**src/rtl/wb_pipe_stage.sv**
```systemverilog
// MEM/WB writeback stage: carries {rd_addr, ALUout, rd_wr, DM_data, DM_OE} to register-file writeback.
// Latency: 1 cycle from accept to o_valid when empty; sustains 1 entry/cycle while i_ready=1.
// Backpressure: SKID=1 holds up to two entries, o_ready from state only; SKID=0 holds one, o_ready = !o_valid | i_ready.
module wb_pipe_stage #(
    parameter int DATA_W     = 32,
    parameter int ADDR_W     = 5,
    parameter int SKID       = 1,
    parameter int FLUSH_ZERO = 1
) (
    input  logic              clk,
    input  logic              rst,
    input  logic              flush,
    input  logic              i_valid,
    output logic              o_ready,
    input  logic [ADDR_W-1:0] i_rd_addr,
    input  logic [DATA_W-1:0] i_ALUout,
    input  logic              i_rd_wr,
    input  logic [DATA_W-1:0] i_DM_data,
    input  logic              i_DM_OE,
    output logic              o_valid,
    input  logic              i_ready,
    output logic [ADDR_W-1:0] o_rd_addr,
    output logic [DATA_W-1:0] o_ALUout,
    output logic              o_rd_wr,
    output logic [DATA_W-1:0] o_DM_data,
    output logic              o_DM_OE,
    output logic [1:0]        o_count
);

    typedef struct packed {
        logic [ADDR_W-1:0] rd_addr;
        logic [DATA_W-1:0] alu_out;
        logic              rd_wr;
        logic [DATA_W-1:0] dm_data;
        logic              dm_oe;
    } wb_t;

    // Encoding doubles as the occupancy count.
    typedef enum logic [1:0] {
        EMPTY = 2'd0,
        BUSY  = 2'd1,
        FULL  = 2'd2
    } state_t;

    state_t state, state_nxt;
    wb_t    main_q, skid_q, in_dat;
    logic   in_fire, out_fire;
    logic   load_main, load_skid, skid_to_main, clear_pay;

    assign in_dat = '{rd_addr: i_rd_addr, alu_out: i_ALUout, rd_wr: i_rd_wr,
                      dm_data: i_DM_data, dm_oe: i_DM_OE};

    assign o_valid  = (state != EMPTY);
    assign o_ready  = (SKID != 0) ? (state != FULL) : (!o_valid || i_ready);
    assign in_fire  = i_valid && o_ready;
    assign out_fire = o_valid && i_ready;
    assign o_count  = state;

    // Write qualifiers are masked by valid so an empty stage never writes back.
    assign o_rd_addr = main_q.rd_addr;
    assign o_ALUout  = main_q.alu_out;
    assign o_DM_data = main_q.dm_data;
    assign o_rd_wr   = main_q.rd_wr && o_valid;
    assign o_DM_OE   = main_q.dm_oe && o_valid;

    // State register; reset drops every held entry immediately.
    always_ff @(posedge clk or posedge rst) begin
        if (rst) state <= EMPTY;
        else     state <= state_nxt;
    end

    // Next state and register load controls; flush overrides any same-cycle accept.
    always_comb begin
        state_nxt    = state;
        load_main    = 1'b0;
        load_skid    = 1'b0;
        skid_to_main = 1'b0;
        clear_pay    = 1'b0;
        if (flush) begin
            state_nxt = EMPTY;
            clear_pay = (FLUSH_ZERO != 0);
        end else begin
            case (state)
                EMPTY: begin
                    if (in_fire) begin
                        state_nxt = BUSY;
                        load_main = 1'b1;
                    end
                end
                BUSY: begin
                    if (in_fire && !out_fire && (SKID != 0)) begin
                        state_nxt = FULL;
                        load_skid = 1'b1;
                    end else if (in_fire) begin
                        // Either a replace-in-place (out also fired) or, with
                        // SKID=0, in_fire implies out_fire via o_ready.
                        load_main = 1'b1;
                    end else if (out_fire) begin
                        state_nxt = EMPTY;
                    end
                end
                FULL: begin
                    if (out_fire) begin
                        state_nxt    = BUSY;
                        skid_to_main = 1'b1;
                    end
                end
                default: state_nxt = EMPTY;
            endcase
        end
    end

    // Head register: fed from the input or promoted from the skid entry.
    always_ff @(posedge clk or posedge rst) begin
        if (rst)               main_q <= '0;
        else if (clear_pay)    main_q <= '0;
        else if (load_main)    main_q <= in_dat;
        else if (skid_to_main) main_q <= skid_q;
    end

    // Skid register: catches the entry accepted while the head is stalled.
    always_ff @(posedge clk or posedge rst) begin
        if (rst)            skid_q <= '0;
        else if (clear_pay) skid_q <= '0;
        else if (load_skid) skid_q <= in_dat;
    end

endmodule

```
**config.mk**
```make
export PLATFORM = sky130hd
export DESIGN_NAME = wb_pipe_stage
export DESIGN_NICKNAME = d
export VERILOG_FILES = /design/src/rtl/wb_pipe_stage.sv
export SDC_FILE = /design/constraint.sdc
export NUM_CORES = 1
export LEC_CHECK = 0
export ABC_CLOCK_PERIOD_IN_PS = 9390
export CORE_UTILIZATION = 55
export CTS_CLUSTER_DIAMETER = 40
export DETAILED_ROUTE_END_ITERATION = 6
export GPL_TIMING_DRIVEN = 0
export PLACE_DENSITY_LB_ADDON = 0.3
export SLEW_MARGIN = 25
export SYNTH_ARGS = -nofsm -noshare
export SYNTH_HDL_FRONTEND = slang
export SYNTH_SLANG_ARGS = --single-unit
```
**constraint.sdc**
```tcl
create_clock -name clk -period 9.39 [get_ports clk]
set_input_delay 1.4085 -clock clk [delete_from_list [all_inputs] [get_ports clk]]
set_output_delay 1.4085 -clock clk [all_outputs]
set_load 0.03 [all_outputs]
```
==> results of run 1 <==
[layer usage]
| layer | up-vias | routed length, um | GRT usage |
|---|---|---|---|
| li1 | 2591 | - | - |
| met1 | 3036 | 8322 | 0.3824 |
| met2 | 305 | 9730 | 0.4684 |
| met3 | 58 | 1253 | 0.06638 |
| met4 | 0 | 514 | 0.1370 |
| met5 | - | 0 | 0 |
[cell families (layout without fill, tap and decap cells)]
| group | Yosys count | count (layout) | share of synthesized area |
|---|---|---|---|
| buffers and inverters | 140 | 322 | 0.1261 |
| flip-flops | 144 | 144 | 0.4900 |
| AO/OA/AOI/OAI | 219 | 219 | 0.3207 |
| AND/OR/NAND/NOR | 86 | 86 | 0.06313 |
[power groups by stage]
| stage | Sequential [uW] | Clock [uW] | Combinational, uW |
|---|---|---|---|
| floorplan | 696 | 0 | 272 |
| global placement | 702 | 0 | 400 |
| detailed placement | 704 | 0 | 410 |
| CTS | 694 | 709 | 414 |
| global route | 699 | 734 | 433 |
| finish | 694 | 704 | 413 |
[cells in the final DEF, fill, tap and decap left out, types with 2 or more instances in the layout]
cell / count
nand2b_1: 2
clkinv_2: 4
nand2_1: 3
buf_2: 27
a2bb2oi_2: 70
bufinv_16: 3
clkbuf_1: 27
clkdlybuf4s50_1: 149
a22o_1: 71
nand3_1: 71
nor2b_1: 2
dfrtp_1: 144
clkbuf_16: 17
o221ai_1: 71
buf_6: 14
and2_1: 2
clkbuf_8: 4
clkinvlp_4: 3
a21oi_1: 2
buf_4: 70
[sequential cells by signal, summed over array words and instances (netlist names)]
register,cells
main_q,2
o_rd_addr,5
skid_q,71
o_DM_data,32
o_count,2
o_ALUout,32
[final cells by class]
type | instances | area share
Buffer | 138 | 0.09469
Clock buffer | 22 | 0.04986
Clock inverter | 10 | 0.01366
Inverter | 2 | 0.001546
Multi-Input combinational cell | 305 | 0.2906
Sequential cell | 144 | 0.3710
Tap cell | 172 | 0.02216
Timing Repair Buffer | 150 | 0.1564
[metrics by stage]
| stage | worst slack (ns) | hold slack [ns] | cells | util | instance area [sq um] |
|---|---|---|---|---|---|
| after floorplan | 4.115 | 0.4732 | 589 | - | 7353 |
| after global placement | 2.346 | 0.4873 | 910 | 0.7064 | 9060 |
| after detailed placement | 6.068 | 0.4910 | 911 | 0.7092 | 9095 |
| after CTS | 5.958 | 0.5084 | 943 | 0.7573 | 9712 |
| after global routing | 5.907 | 0.5206 | 943 | 0.7573 | 9712 |
| final | 5.966 | 0.5070 | 943 | 0.7573 | 9712 |
[worst reg2reg max path: cells and delay by family, from the launching register on]
family / cells / cell delay [ns]
buffers and inverters: 2 / 0.77
AND/OR/NAND/NOR: 1 / 0.14
flip-flops: 1 / 0.46
AO/OA/AOI/OAI: 2 / 0.49
[path summary, 6_finish.rpt]
check / from / to / slack (ns) / depth (start not counted)
max reg2reg: o_count[0] / o_ALUout[15] / 7.46 / 5
min reg2reg: skid_q[22] / skid_q[22] / 0.51 / 1
max in group asynchronous: rst / o_DM_data[31] / 7.21 / 3
min: skid_q[22] / skid_q[22] / 0.51 / 1
max: o_count[0] / o_rd_wr / 5.97 / 3
min in group asynchronous: rst / o_ALUout[10] / 1.43 / 2
==> results.py, run 1 <==
metrics = {
    "status": {
        "outcome": "finished clean",
    },
    "run": {
        "max-cap-violations": 0,
    },
    "timing": {
        "max_freq_mhz": 292.1,
        "fin_worst_skew_ns": 0.008322,
        "finalSetupViolCount": 0,
        "period_minus_slack_ns": 3.424,
        "finalCritPeriodShare": 0.3646,
        "fin_tns_setup_ns": 0,
        "rsz0062_at_grt": "no",
        "relSlewSlack": 0.5985,
        "worst_slew_pin_slew_ns": 0.6023,
        "slew_viol_final": 0,
        "hold_viol": 0,
    },
    "routing": {
        "num_vias": 5990,
        "drc": 0,
        "wl_per_cell_um": 21.02,
        "wl_mm": 19.82,
        "first_iter_violations": 594,
        "vias_per_cell": 6.352,
        "ant_nets": 0,
        "first_pass_iters": 6,
    },
    "placed_design": {
        "gp_congestion": 0.8455,
        "io_buffer_count": 149,
        "dpl.hpwl_mm": 13.08,
    },
    "cells_and_area": {
        "fillCellCount": 843,
        "antenna_cells": 0,
        "register_area_sq_um": 3603,
        "layout-drive-gt1-share": 0.2866,
        "areaGrowthSynthToFinish_pct": 32.07,
        "multiInputGateArea_sq_um": 2823,
        "nNetsFinal": 834,
    },
    "clock_tree": {
        "root_buffer": "clkbuf_16",
        "insertion_delay_ns": 0.43,
        "cts_sinks": 144,
        "post-cts-setup-buffers": 0,
        "clkSlewWorstSetupHoldPaths_ns": 0.06,
        "cts_tree": "yes",
        "cts-htree-levels": 4,
        "clockBufferDepth": 2,
        "numCtsBuffers": 17,
        "cts_resized": 0,
        "hold_buffers": 0,
    },
    "setup_path": {
        "path_cells": "or2_2 > and2_1 > clkdlybuf4s50_1",
        "cp-end-kind": "output pin",
        "critPathArrivalTime_ns": 2.02,
        "critPathKind": "register to output pin",
        "slowest_stage": "clkdlybuf4s50_1",
        "critPathBufInv": 1,
        "cpPeakStageDelay_ns": 0.58,
        "crit_required_ns": 7.98,
        "critPathTopFamily": "buffers and inverters",
        "critPathLaunchType": "register",
        "crit_fanout": 9,
    },
    "power_and_ir_drop": {
        "pwr-share-seq": 0.383,
        "p_leak_uw": 0.004147,
        "power_density_nw_per_um2": 186.5,
        "peakVddDrop_mv": 0.1028,
        "p_sw_uw": 494.5,
        "clkPwrFrac": 0.389,
        "power.internal_uw": 1317,
        "power_uw": 1811,
        "switching_share": 0.2731,
        "comb_power_share": 0.228,
    },
    "logic_synthesis": {
        "yosysUniqueCellTypes": 28,
        "synth-edff-count": 0,
        "synth_top_cell_area_share": 0.4900,
        "synth_commonest_cells": "dfrtp_1 (144), a22o_1 (71), nand3_1 (71), o221ai_1 (71)",
        "synth_top_area_cell": "dfrtp_1",
        "syn-num-nets": 665,
        "synth.area.top_cells": "dfrtp_1 (49%), a2bb2oi_2 (14%), a22o_1 (8.5%)",
        "ys_ff_latch": 144,
        "synth.most_common_cell": "dfrtp_1",
        "syn-mean-instance-area_sq_um": 12.48,
        "ys_warn_count": 0,
        "async_flop_share": 1.000,
        "syn_area_sq_um": 7353,
        "ys.flop_type": "dfrtp_1",
        "seq_area_frac_synth": 0.4900,
        "syn_inst": 589,
    },
    "global_route": {
        "grt_max_degree": 74,
        "grt_pass1_vias": 6126,
        "antenna_found_initial": 0,
        "grt-ovfl-total": 0,
        "grtUsageTotal": 0.2943,
        "grt_pass1_wl_mm": 32.09,
    },
    "floorplanning": {
        "coreArea_sq_um": 12820,
        "start_util": 0.5734,
        "io_pins": 151,
        "die-area_sq_um": 13840,
        "placementRows": 41,
        "die_h_um": 117.6,
        "die_x_um": 117.6,
    },
    "worst_hold_path": {
        "min_path_type": "register to register",
    },
}
(Power assumes the default switching activity.)
==> run 2: changes to the inputs <==
--- a/config.mk
+++ b/config.mk
@@ -5,8 +5,8 @@
 export SDC_FILE = /design/constraint.sdc
 export NUM_CORES = 1
 export LEC_CHECK = 0
-export ABC_CLOCK_PERIOD_IN_PS = 9390
-export CORE_UTILIZATION = 55
+export ABC_CLOCK_PERIOD_IN_PS = 3100
+export CORE_UTILIZATION = 47
 export CTS_CLUSTER_DIAMETER = 40
 export DETAILED_ROUTE_END_ITERATION = 6
 export GPL_TIMING_DRIVEN = 0
==> constraint.sdc (replaced) <==
create_clock -name clk -period 3.1 [get_ports clk]
set_input_delay 0.465 -clock clk [delete_from_list [all_inputs] [get_ports clk]]
set_output_delay 0.465 -clock clk [all_outputs]
set_load 0.03 [all_outputs]
==> run 2 against run 1 <==
  * Clock power grew to 3.1 times the previous value
  * Non-clock buffer count is 4 higher
  * Power grew to 3.0 times the previous value
  * Critical path depth did not move
  * Final area increased by 1.6%
  * Via count shrank 4.0%
  * Largest cell class unchanged
==> results.py, run 2 (synthesis gave the netlist of run 1 again) <==
metrics = {
    "floorplanning": {
        "coreArea_sq_um": 15260,
        "die_h_um": 127.1,
        "io_pins": 151,
        "die_x_um": 127.1,
        "placementRows": 45,
        "die-area_sq_um": 16150,
        "start_util": 0.4819,
    },
    "routing": {
        "first_pass_iters": 5,
        "wl_per_cell_um": 19.49,
        "wl_mm": 19.22,
        "ant_nets": 0,
        "first_iter_violations": 473,
        "num_vias": 5752,
        "drc": 0,
        "vias_per_cell": 5.834,
    },
    "timing": {
        "slew_viol_final": 0,
        "worst_slew_pin_slew_ns": 0.6348,
        "finalCritPeriodShare": 0.7966,
        "fin_tns_setup_ns": 0,
        "max_freq_mhz": 404.9,
        "finalSetupViolCount": 0,
        "fin_worst_skew_ns": 0.006869,
        "hold_viol": 0,
        "rsz0062_at_grt": "no",
        "period_minus_slack_ns": 2.470,
        "relSlewSlack": 0.5754,
    },
    "placed_design": {
        "dpl.hpwl_mm": 13.51,
        "dpl-instance-area_sq_um": 9228,
        "gp_congestion": 0.8496,
        "io_buffer_count": 149,
    },
    "cells_and_area": {
        "final_cell_mix": "clkdlybuf4s50_1 (149), dfrtp_1 (144), a22o_1 (71), o221ai_1 (71), nand3_1 (71)",
        "layout-drive-gt1-share": 0.2916,
        "regMostFlops": "skid_q",
        "final_common_cell": "clkdlybuf4s50_1",
        "areaGrowthSynthToFinish_pct": 34.13,
        "fillCellCount": 1138,
        "antenna_cells": 0,
        "largest_reg_flops": 71,
        "final_area_sq_um": 9863,
        "nNetsFinal": 838,
    },
    "setup_path": {
        "r2r_slack_ns": 1.22,
        "rr_startpoint": "o_count[0]",
        "critPathKind": "register to output pin",
        "cp-end-kind": "output pin",
        "reg2reg_depth": 5,
        "critPathArrivalTime_ns": 2.00,
        "r2r_end": "o_ALUout[13]",
        "crit_required_ns": 2.63,
        "crit_end": "o_rd_wr",
        "startpoint": "o_count[0]",
        "critPathLaunchType": "register",
        "crit_fanout": 9,
    },
    "worst_hold_path": {
        "min_path_type": "primary input to async pin",
    },
    "clock_tree": {
        "root_buffer": "clkbuf_16",
        "numCtsBuffers": 17,
        "clockBufferDepth": 2,
        "clkSlewWorstSetupHoldPaths_ns": 0.06,
        "cts_tree": "yes",
        "post-cts-setup-buffers": 0,
        "insertion_delay_ns": 0.42,
        "cts-htree-levels": 4,
        "hold_buffers": 0,
        "cts_sinks": 144,
        "cts_resized": 0,
    },
    "power_and_ir_drop": {
        "peakVddDrop_mv": 0.4161,
        "p_leak_uw": 0.004203,
        "power_density_nw_per_um2": 559.6,
    },
    "status": {
        "outcome": "finished clean",
    },
    "global_route": {
        "grt_pass1_wl_mm": 30.88,
        "grtUsageTotal": 0.2485,
        "grt_max_degree": 32,
        "grt-ovfl-total": 0,
        "antenna_found_initial": 0,
        "grt_pass1_vias": 5890,
    },
    "run": {
        "max-cap-violations": 0,
    },
}
==> run 2: stage by stage <==
step	total power, uW	setup WS (ns)	instances	hold WS (ns)	utilization
2_1_floorplan	2933	0.8300	589	0.4732	-
3_3_place_gp	3346	-0.3334	949	0.4880	0.5972
3_5_place_dp	3390	0.6577	954	0.4910	0.6048
4_1_cts	5567	0.6050	986	0.4219	0.6464
5_1_grt	5719	0.5675	986	0.4568	0.6464
6_report	5519	0.6305	986	0.4413	0.6464
==> run 2: how the worst min path moves through the flow <==
stage | from | end | slack [ns] | cells after the start
floorplan | skid_q[0] | skid_q[0] | 0.47 | 1
global route | flush | o_count[1] | 0.46 | 2
CTS | flush | o_count[1] | 0.42 | 2
global placement | skid_q[64] | skid_q[64] | 0.49 | 1
detailed placement | skid_q[44] | skid_q[44] | 0.49 | 1
finish | rst | skid_q[48] | 0.44 | 2
==> run 2: metal layers <==
metal	global-route usage	part of all wire	vias to the layer above
li1	-	-	2594
met1	0.3267	0.43	2874
met2	0.3963	0.49	249
met3	0.06281	0.058	35
met4	0.09594	0.022	0
met5	0	0	-
==> run 2: worst max-delay path, cell delays in order (launching register included) <==
cell and delay, ns:
dfrtp_1 0.46, or2_2 0.38, and2_1 0.17, clkdlybuf4s50_1 0.59
==> run 2: final cells by class <==
class                   count  area [sq um]  area share
plain buffers             138         919.6     0.09324
clock buffers              23         508.0     0.05150
clock inverters             9         127.6     0.01294
inverters                   2         11.26    0.001142
multi-input cells         305          2823      0.2862
flip-flops and latches    144          3603      0.3653
well taps                 211         264.0     0.02677
repair buffers            154          1607      0.1629
==> run 2: report_power, final <==
group          switching, uW  internal (uW)  total (uW)
sequential              96.9           2000        2100
combinational            607            650        1260
clock                    768           1390        2160
total                   1470           4050        5520
==> run 3: changes to the inputs <==
--- a/config.mk
+++ b/config.mk
@@ -5,8 +5,8 @@
 export SDC_FILE = /design/constraint.sdc
 export NUM_CORES = 1
 export LEC_CHECK = 0
-export ABC_CLOCK_PERIOD_IN_PS = 3100
-export CORE_UTILIZATION = 47
+export ABC_CLOCK_PERIOD_IN_PS = 2300
+export CORE_UTILIZATION = 52
 export CTS_CLUSTER_DIAMETER = 40
 export DETAILED_ROUTE_END_ITERATION = 6
 export GPL_TIMING_DRIVEN = 0
==> constraint.sdc (replaced) <==
create_clock -name clk -period 2.3 [get_ports clk]
set_input_delay 0.345 -clock clk [delete_from_list [all_inputs] [get_ports clk]]
set_output_delay 0.345 -clock clk [all_outputs]
set_load 0.03 [all_outputs]
==> run 3 against run 2 <==
  * Sequential power grew 35%
  * Sequential share of layout area grew 0.48 points
  * Via count grew 1.7%
  * Flip-flop and latch count is the same
  * Clock power grew 18%
  * Highest routed layer unchanged
  * Final area shrank 1.3%
  * Core utilization grew 5.8 points
==> results.py, run 3 (synthesis gave the netlist of run 1 again) <==
metrics = {
    "cells_and_area": {
        "fillCellCount": 970,
        "regMostFlops": "skid_q",
        "stdcell_count": 954,
        "largest_reg_flops": 71,
        "register_area_sq_um": 3603,
        "areaGrowthSynthToFinish_pct": 32.40,
        "nNetsFinal": 838,
        "final_common_cell": "clkdlybuf4s50_1",
        "final_cell_mix": "clkdlybuf4s50_1 (147), dfrtp_1 (144), a22o_1 (71), o221ai_1 (71), nand3_1 (71)",
        "layout-drive-gt1-share": 0.2855,
        "multiInputGateArea_sq_um": 2823,
        "antenna_cells": 0,
    },
    "routing": {
        "ant_nets": 0,
        "num_vias": 5849,
        "first_pass_iters": 5,
        "wl_mm": 19.25,
        "drc": 0,
        "wl_per_cell_um": 20.17,
        "first_iter_violations": 413,
        "vias_per_cell": 6.131,
    },
    "clock_tree": {
        "insertion_delay_ns": 0.42,
        "clockBufferDepth": 2,
        "cts-htree-levels": 4,
        "numCtsBuffers": 17,
        "cts_sinks": 144,
        "post-cts-setup-buffers": 0,
        "cts_resized": 2,
        "clkSlewWorstSetupHoldPaths_ns": 0.05,
        "hold_buffers": 0,
        "cts_tree": "yes",
        "root_buffer": "clkbuf_16",
    },
    "power_and_ir_drop": {
        "comb_power_share": 0.240,
        "power_density_nw_per_um2": 726.1,
        "power.internal_uw": 5132,
        "switching_share": 0.2739,
        "p_sw_uw": 1936,
        "peakVddDrop_mv": 0.5577,
        "p_leak_uw": 0.004169,
        "clkPwrFrac": 0.360,
        "pwr-share-seq": 0.401,
    },
    "global_route": {
        "grt_max_degree": 34,
        "grtUsageTotal": 0.2788,
        "grt-ovfl-total": 0,
        "grt_pass1_wl_mm": 31.30,
        "antenna_found_initial": 0,
        "grt_pass1_vias": 5902,
    },
    "timing": {
        "rsz0062_at_grt": "no",
        "fin_tns_setup_ns": 0,
        "hold_viol": 0,
        "finalCritPeriodShare": 0.9741,
        "max_freq_mhz": 446.4,
        "period_minus_slack_ns": 2.240,
        "relSlewSlack": 0.5438,
        "slew_viol_final": 0,
        "worst_slew_pin_slew_ns": 0.6828,
        "finalSetupViolCount": 0,
        "fin_worst_skew_ns": 0.007316,
    },
    "setup_path": {
        "critPathKind": "register to output pin",
        "r2r_end": "skid_q[5]",
        "cp-end-kind": "output pin",
        "critPathBufInv": 1,
        "critPathTopFamily": "buffers and inverters",
        "rr_startpoint": "o_count[0]",
        "crit_fanout": 9,
        "critPathLaunchType": "register",
        "r2r_slack_ns": 0.39,
        "slowest_stage": "clkdlybuf4s50_1",
        "reg2reg_depth": 5,
        "path_cells": "or2_2 > clkdlybuf4s50_1",
        "cpPeakStageDelay_ns": 0.61,
        "crit_required_ns": 1.96,
        "critPathArrivalTime_ns": 1.90,
    },
    "floorplanning": {
        "die-area_sq_um": 14620,
        "io_pins": 151,
        "start_util": 0.5318,
        "die_h_um": 120.9,
        "coreArea_sq_um": 13830,
        "placementRows": 43,
        "die_x_um": 120.9,
    },
    "placed_design": {
        "gp_congestion": 0.8305,
        "dp_cells": 923,
        "io_buffer_count": 149,
        "dpl.hpwl_mm": 13.26,
    },
    "worst_hold_path": {
        "hold_path_end": "o_count[1]",
        "min_from": "flush",
        "min_path_type": "primary input to register",
        "worstHoldPathCells": 2,
    },
    "status": {
        "outcome": "finished clean",
    },
    "run": {
        "max-cap-violations": 0,
    },
}
run 3: worst max-delay path by stage:
stage / start / cells past startpoint / end
floorplan: rst / 1 / main_q[0]
global placement: rst / 2 / o_ALUout[30]
detailed placement: i_ready / 6 / skid_q[3]
CTS: o_count[1] / 2 / o_valid
global route: o_count[1] / 2 / o_valid
finish: o_count[1] / 2 / o_valid
run 3: metrics by stage:
| stage | hold WS (ns) | area, sq um | power [uW] | utilization | setup slack, ns |
|---|---|---|---|---|---|
| after detailed placement | 0.4911 | 9196 | 4572 | 0.6651 | 0.01938 |
| final | 0.3287 | 9736 | 7069 | 0.7041 | 0.05965 |
| after global placement | 0.4875 | 9074 | 4508 | 0.6562 | -1.031 |
| after floorplan | 0.4174 | 7357 | 3953 | - | 0.1500 |
| after global routing | 0.3777 | 9736 | 7327 | 0.7041 | 0.001406 |
| after CTS | 0.3275 | 9736 | 7107 | 0.7041 | 0.06119 |
run 3: area by class of cell:
class | count | share of cell area
Tap cell | 180 | 0.02313
Multi-Input combinational cell | 305 | 0.2899
Timing Repair Buffer | 154 | 0.1655
Clock inverter | 7 | 0.006169
Sequential cell | 144 | 0.3701
Inverter | 2 | 0.001157
Buffer | 138 | 0.09446
Clock buffer | 24 | 0.04948
run 3: worst reg2reg max path: stages, from the launching register on:
cell     delay, ns
dfrtp_1       0.45
nor2b_1       0.17
buf_4         0.20
a21oi_2       0.49
buf_2         0.35
a22o_1        0.19
run 3: power by group through the flow:
stage               clock network, uW  registers [uW]  logic [uW]
CTS                              2570            2830        1700
global placement                    0            2860        1640
finish                           2540            2830        1700
detailed placement                  0            2870        1700
global route                     2680            2850        1790
floorplan                           0            2840        1110
run 3: routing by layer:
metal | track usage | wire length (um) | up-vias
met4 | 0.1219 | 607 | 0
met5 | 0 | 0 | -
met3 | 0.06297 | 1324 | 44
li1 | - | - | 2589
met2 | 0.4411 | 9272 | 279
met1 | 0.3676 | 8041 | 2937
